**config.mk**
```make
export PLATFORM = sky130hd
export DESIGN_NAME = not_output_a
export DESIGN_NICKNAME = d
export VERILOG_FILES = /design/src/rtl/not_output_a_pkg.sv /design/src/rtl/not_output_a_core.sv /design/src/rtl/not_output_a.sv
export SDC_FILE = /design/constraint.sdc
export NUM_CORES = 1
export LEC_CHECK = 0
export CORE_AREA = 2 2 39 41
export CTS_CLUSTER_DIAMETER = 100
export CTS_CLUSTER_SIZE = 25
export DETAILED_ROUTE_END_ITERATION = 16
export DIE_AREA = 0 0 41 43
export GPL_TIMING_DRIVEN = 0
export PLACE_DENSITY = 0.66
export SYNTH_ARGS = -nofsm -noshare
export SYNTH_HDL_FRONTEND = slang
export SYNTH_SLANG_ARGS = --single-unit
```
**constraint.sdc**
```tcl
create_clock -name clk -period 0.9 [get_ports clk]
set_input_delay 0.135 -clock clk [delete_from_list [all_inputs] [get_ports clk]]
set_output_delay 0.135 -clock clk [all_outputs]
set_load 0.01 [all_outputs]
```
**src/rtl/not_output_a_pkg.sv**
```systemverilog
// Shared constants for the operand-conditioning primitive: op encoding and default datapath width.
package not_output_a_pkg;

  localparam int unsigned DATAPATH_W = 8;

  localparam logic OP_PASS = 1'b0;
  localparam logic OP_INV  = 1'b1;

endpackage

```
**src/rtl/not_output_a_core.sv**
```systemverilog
// Combinational core: y = a when op is OP_PASS, y = ~a when op is OP_INV (no +1; carry-in lives in the adder).
module not_output_a_core
  import not_output_a_pkg::*;
#(
  parameter int unsigned WIDTH = DATAPATH_W
) (
  output logic [WIDTH-1:0] y,
  input  logic [WIDTH-1:0] a,
  input  logic             op
);

  // XOR with op inverts each bit independently, or passes it through.
  for (genvar i = 0; i < int'(WIDTH); i++) begin : g_bit
    assign y[i] = a[i] ^ op;
  end

endmodule

```
**src/rtl/not_output_a.sv**
```systemverilog
// Operand conditioner with a registered result and valid flag.
// Defining NOT_OUTPUT_A_BYPASS_EN gives the zero-latency combinational form (clk/rst unused).
module not_output_a
  import not_output_a_pkg::*;
#(
  parameter int unsigned WIDTH = DATAPATH_W
) (
  input  logic             clk,
  input  logic             rst,
  output logic [WIDTH-1:0] y,
  output logic             y_valid,
  input  logic [WIDTH-1:0] a,
  input  logic             op,
  input  logic             in_valid
);

  logic [WIDTH-1:0] result;

  not_output_a_core #(
    .WIDTH(WIDTH)
  ) u_core (
    .y  (result),
    .a  (a),
    .op (op)
  );

`ifdef NOT_OUTPUT_A_BYPASS_EN
  assign y       = result;
  assign y_valid = in_valid;

  logic unused_clk_rst;
  assign unused_clk_rst = clk ^ rst;
`else
  // Reset wins over a simultaneous valid; y holds its value while idle.
  always_ff @(posedge clk) begin
    if (rst) begin
      y       <= '0;
      y_valid <= 1'b0;
    end else begin
      y_valid <= in_valid;
      if (in_valid) begin
        y <= result;
      end
    end
  end
`endif

endmodule

```
==> summary.txt, run 1 <==
Power
  • Clock network power share: 32.6%
  • Sequential cell fraction of total power: 47.7%
  • Leakage: 0.227 nW
  • Net switching share of the total power: 24.4%
  • Design internal power: 0.707 mW
  • Worst voltage drop across the vdd grid: 575 uV
  • Proportion of power drawn by combinational gates: 19.7%
  • Switch Pwr: 0.229 mW
  • Total chip power: 0.936 mW
  • Areal power density over the cells: 1680 mW/mm^2

Setup path
  • CP top delay family: flip-flops
  • Arrival @ worst endpoint: 700 ps
  • Category of the critical setup timing path: reg2out
  • Capturing element type of the critical path: primary output
  • Maximum fanout along the worst path: 2
  • Buffers plus inverters on the worst setup path: 1
  • Cell-by-cell listing of the critical path: buf_2
  • Startpoint Class: register
  • Crit path required time: 760 ps
  • Largest stage delay, worst path: 320 ps
  • Crit path max-delay cell type: sky130_fd_sc_hd__dfxtp_2

Clock tree
  • Max Root-Sink Buffers: 2
  • Buffers inserted during post-CTS setup optimization: 0
  • H-Tree Level Count: 1
  • Count of hold-fix buffers inserted at cts: 0
  • CTS buffer count: 3
  • Clock transition at the register clock pins on the worst setup and hold paths after CTS: 60 ps
  • Clock latency on the worst-skew pair: 260 ps
  • Clock sink count: 9
  • Root buf cell: sky130_fd_sc_hd__clkbuf_4
  • Clock tree from TritonCTS: yes

Die
  • Die ar.: 0.00176 sq mm
  • DIE WIDTH: 41 microns
  • # rows: 14
  • Total I/O pin count: 21
  • Core Box Area: 0.00138 sq mm
  • Height of the die: 43 microns
  • Starting density of the core: 27.5%

STA
  • Clock Skew: 0 ps
  • Least-Margin Pin Slew: 384 ps
  • Number of hold violations in the final report: 0
  • Unrepaired setup endpoints after global routing: no
  • Max Freq: 1190 MHz
  • Crit share post-route: 93.1%
  • Rel. slew slack: 74.4%
  • Final worst hold slack: 218 ps
  • Number of slew-limit violations in the final report: 0
  • Shortest period the worst path allows: 838 ps
  • Number of setup violations in the final report: 0

Routing
  • Average detailed-routed wire length per instance: 10.7 microns
  • Number of detailed-route iterations in the first pass: 4
  • Number of design-rule violations left by the first detailed-router iteration: 3
  • Vias: 314
  • Routed WL: 799 microns
  • Number of routed nets with antenna violations: 0
  • DRC violation count after routing: 0
  • Post-detailed-route via-to-cell ratio: 4.19

Global routing
  • Overflow left after global routing: 0
  • Wire length of the first global-routing pass: 1220 microns
  • Antenna violations before repair: 0
  • Total global-route track usage: 10.8%
  • Maximum number of pins on one net before global-route repair: 11
  • Number of global-route vias before repair: 294

Synthesis
  • Synth Area per Inst: 10.0 sq um
  • Yosys cell types: 8
  • Count of state elements after synthesis: 9
  • Yosys Warn Count: 0
  • Dominant cells by area after synthesis: sky130_fd_sc_hd__dfxtp_1 47%, sky130_fd_sc_hd__xnor2_1 18%, sky130_fd_sc_hd__a211oi_1 16%
  • Post-Syn Nets: 50
  • Area share of the leading cell type in the synthesized netlist: 47.4%
  • Synth area leader: sky130_fd_sc_hd__dfxtp_1
  • Sequential area share after synthesis: 47.4%
  • Cells after Synth: 38
  • Post-Synthesis Cell Area: 380 sq um

Run status
  • Status: finished, final reports clean

Final layout
  • Total Nets Final: 72
  • Antenna Diode Count: 0
  • Filler cell count: 158
  • Area growth from synthesis to layout: 46.7%
  • Share of final-layout standard cells stronger than drive strength 1: 33.9%
  • Post-layout utilization of the core: 40.3%

Placement
  • Global placement routability congestion: 0.617
  • HPWL after detailed placement: 555 microns
  • Number of port buffers: 17

Min path
  • Path category of the worst min-delay check: in2reg

Run
  • Maximum capacitance violations: 0
-- registers in the layout, indices dropped and copies added (netlist names) --
| signal | count |
|---|---|
| y | 8 |
| y_valid | 1 |
-- kinds of logic after synthesis --
logic type      count (synthesis)  synth area share (%)
compound gates                  8                  15.8
xor+xnor                        8                  18.4
buf+inv                         4                  8.88
flops                           9                  47.4
simple gates                    9                  9.54
-- cells in the final DEF, fill, tap and decap left out --
cell and count:
sky130_fd_sc_hd__buf_1 1, sky130_fd_sc_hd__buf_2 9, sky130_fd_sc_hd__dfxtp_1 4, sky130_fd_sc_hd__clkbuf_1 1
sky130_fd_sc_hd__a211oi_1 8, sky130_fd_sc_hd__dfxtp_2 5, sky130_fd_sc_hd__nor2b_1 1, sky130_fd_sc_hd__buf_4 1
sky130_fd_sc_hd__nor2_1 8, sky130_fd_sc_hd__buf_6 2, sky130_fd_sc_hd__xnor2_1 8, sky130_fd_sc_hd__clkdlybuf4s50_1 8
sky130_fd_sc_hd__clkbuf_4 3
-- layer usage --
layer	up-vias	global-route usage, %	routed length, microns
met2	15	12.8	313
li1	171	-	-
met4	0	8.00	6
met1	126	14.6	402
met3	2	4.71	76
met5	-	0	0
-- final timing paths --
check,startpoint,to,slack [ps],cells after the start
worst min register to register,y[2],y[2],490,2
worst max-delay path,y[3],y[3],60,1
worst max register to register,y[1],y[1],260,2
worst min-delay path,in_valid,y[3],220,3
-- power groups by stage --
stage               clock, mW  sequential [mW]  combinational (mW)
detailed placement          0            0.453               0.215
CTS                     0.321            0.446               0.187
global placement            0            0.452               0.214
finish                  0.305            0.446               0.185
floorplan                   0            0.468              0.0902
global route            0.342            0.449               0.207
-- Yosys cell counts --
cell and count:
sky130_fd_sc_hd__buf_6 2, sky130_fd_sc_hd__buf_4 1, sky130_fd_sc_hd__nor2_1 8, sky130_fd_sc_hd__nor2b_1 1, sky130_fd_sc_hd__xnor2_1 8, sky130_fd_sc_hd__a211oi_1 8, sky130_fd_sc_hd__buf_1 1, sky130_fd_sc_hd__dfxtp_1 9
-- final cells by class --
type	instances	area [sq um]	area share [%]
plain buffers	4	33.8	6.05
clock buffers	4	26.3	4.71
multi-input cells	25	166	29.8
flip-flops and latches	9	186	33.4
well taps	16	20.0	3.59
repair buffers	17	125	22.4
-- what timing repair did --
action                                  4_1_cts  5_1_grt
hold endpoints to repair                      0        0
gates cloned                                  0        0
endpoints found under the setup margin        9        1
gates resized for setup                      40        1
-- per-stage QoR --
stage | cells | cell area, sq um | setup WS (ps) | setup TNS (ps)
floorplan | 38 | 380 | 228 | 0
global placement | 71 | 571 | -87.6 | -1230
detailed placement | 71 | 571 | -96.1 | -1350
CTS | 75 | 557 | 33.4 | 0
global route | 75 | 558 | 16.0 | 0
finish | 75 | 558 | 62.1 | 0
No activity file was read; power rests on OpenSTA's default activity.
==> run 2, diff against run 1 <==
--- a/config.mk
+++ b/config.mk
@@ -10,7 +10,6 @@
 export CTS_CLUSTER_SIZE = 25
 export DETAILED_ROUTE_END_ITERATION = 16
 export DIE_AREA = 0 0 41 43
-export GPL_TIMING_DRIVEN = 0
 export PLACE_DENSITY = 0.66
 export SYNTH_ARGS = -nofsm -noshare
 export SYNTH_HDL_FRONTEND = slang
==> summary.txt, run 2 (same netlist as run 1, synthesis figures left out) <==
Run status
  • Status: finished, final reports clean

Setup path
  • Cell-by-cell listing of the critical path: buf_2
  • Crit path max-delay cell type: sky130_fd_sc_hd__dfxtp_2
  • Largest stage delay, worst path: 340 ps
  • Crit path required time: 760 ps
  • CP top delay family: flip-flops
  • Critical Path Source: y[0]
  • Maximum fanout along the worst path: 2
  • Arrival @ worst endpoint: 720 ps
  • Capturing element type of the critical path: primary output
  • Category of the critical setup timing path: reg2out
  • Worst-case reg-to-reg path depth: 3
  • Startpoint Class: register
  • Register-to-register path setup slack: 110 ps
  • Buffers plus inverters on the worst setup path: 1
  • Number of stages on the worst setup path: 1
  • Origin of the critical flop-to-flop path: y[0]
  • Worst reg2reg endpoint: y[0]

Global routing
  • Maximum number of pins on one net before global-route repair: 10
  • Wire length of the first global-routing pass: 1340 microns
  • Overflow left after global routing: 0
  • Number of global-route vias before repair: 323
  • Total global-route track usage: 11.9%
  • Antenna violations before repair: 0

Final layout
  • Total Nets Final: 79
  • Post-route cell area: 626 sq um
  • Multi-input logic area: 171 sq um
  • Post-layout utilization of the core: 45.2%
  • Filler cell count: 149
  • Leading cell types in the layout, fill and taps excluded: 10 x sky130_fd_sc_hd__buf_2, 9 x sky130_fd_sc_hd__clkdlybuf4s50_1, 8 x sky130_fd_sc_hd__xnor2_1, 8 x sky130_fd_sc_hd__nor2_1
  • Largest regs: y (8), y_valid (1)
  • Non-filler instance count after layout: 82
  • Share of final-layout standard cells stronger than drive strength 1: 34.8%
  • Register ranked first by flip-flop count: y
  • Antenna Diode Count: 0
  • Area growth from synthesis to layout: 64.5%
  • Sequential standard cell area: 183 sq um
  • Commonest non-fill, non-tap cell in the layout: sky130_fd_sc_hd__buf_2
  • Max reg flops: 8

Placement
  • Cell count after placement: 77
  • Dpl cell area: 619 sq um
  • HPWL after detailed placement: 588 microns
  • Global placement routability congestion: 0.630
  • Setup slack after placement: -285 ps
  • Number of port buffers: 20

Die
  • # rows: 14
  • Die ar.: 0.00176 sq mm
  • Total I/O pin count: 21
  • Height of the die: 43 microns
  • DIE WIDTH: 41 microns
  • Starting density of the core: 27.5%
  • Core Box Area: 0.00138 sq mm

Power
  • Worst voltage drop across the vdd grid: 571 uV
  • Areal power density over the cells: 1550 mW/mm^2
  • Leakage: 0.280 nW
  • Total chip power: 0.969 mW

STA
  • Crit share post-route: 94.9%
  • Worst-case setup margin in the final layout: 45.9 ps
  • Number of setup violations in the final report: 0
  • Rel. slew slack: 85.1%
  • Clock Skew: 0 ps
  • Max Freq: 1170 MHz
  • Final worst hold slack: 249 ps
  • Number of hold violations in the final report: 0
  • Number of slew-limit violations in the final report: 0
  • Shortest period the worst path allows: 854 ps
  • Least-Margin Pin Slew: 222 ps
  • Setup TNS: 0 ps
  • Unrepaired setup endpoints after global routing: no

Clock tree
  • Max Root-Sink Buffers: 2
  • Count of hold-fix buffers inserted at cts: 0
  • Clock tree from TritonCTS: yes
  • Buffers inserted during post-CTS setup optimization: 0
  • H-Tree Level Count: 1
  • CTS buffer count: 3
  • Clock transition at the register clock pins on the worst setup and hold paths after CTS: 60 ps
  • Clock sink count: 9
  • Clock latency on the worst-skew pair: 260 ps
  • Root buf cell: sky130_fd_sc_hd__clkbuf_4

Routing
  • Number of routed nets with antenna violations: 0
  • Average detailed-routed wire length per instance: 10.1 microns
  • Number of design-rule violations left by the first detailed-router iteration: 1
  • DRC violation count after routing: 0
  • Vias: 342
  • Post-detailed-route via-to-cell ratio: 4.17
  • Routed WL: 830 microns
  • Number of detailed-route iterations in the first pass: 2

Run
  • Maximum capacitance violations: 0

Min path
  • Hold worst-path end: y[4]
  • Hold wc startpoint: in_valid
  • Hold Path Stages: 3
  • Path category of the worst min-delay check: in2reg
==> run 2: layout make-up <==
class                   count  share of cell area (%)
repair buffers             28                    36.0
flip-flops and latches      9                    29.2
multi-input cells          25                    27.4
clock buffers               4                    4.20
well taps                  16                    3.20
==> run 2: routing by layer <==
metal	part of all wire, %	vias up	global-route usage, %
li1	-	181	-
met1	47	144	15.6
met2	43	15	14.4
met3	9.3	2	6.28
met4	1.1	0	8.00
met5	0	-	0
==> run 2: timing repair <==
item	in CTS	in global routing
cloned	0	1
endpoints found under the setup margin	12	8
pin swaps	0	3
resized for setup	38	5
==> run 2: how the worst max path moves through the flow <==
stage | slack (ps) | to
global placement | -250 | y[3]
CTS | 5 | y[3]
global route | 8 | y[6]
detailed placement | -290 | y[3]
finish | 50 | y[0]
floorplan | 230 | y[7]
==> run 2: power breakdown <==
| part | switching (mW) | total, mW | internal [mW] |
|---|---|---|---|
| clock | 0.136 | 0.306 | 0.171 |
| combinational | 0.0873 | 0.217 | 0.130 |
| sequential | 0.0141 | 0.445 | 0.431 |
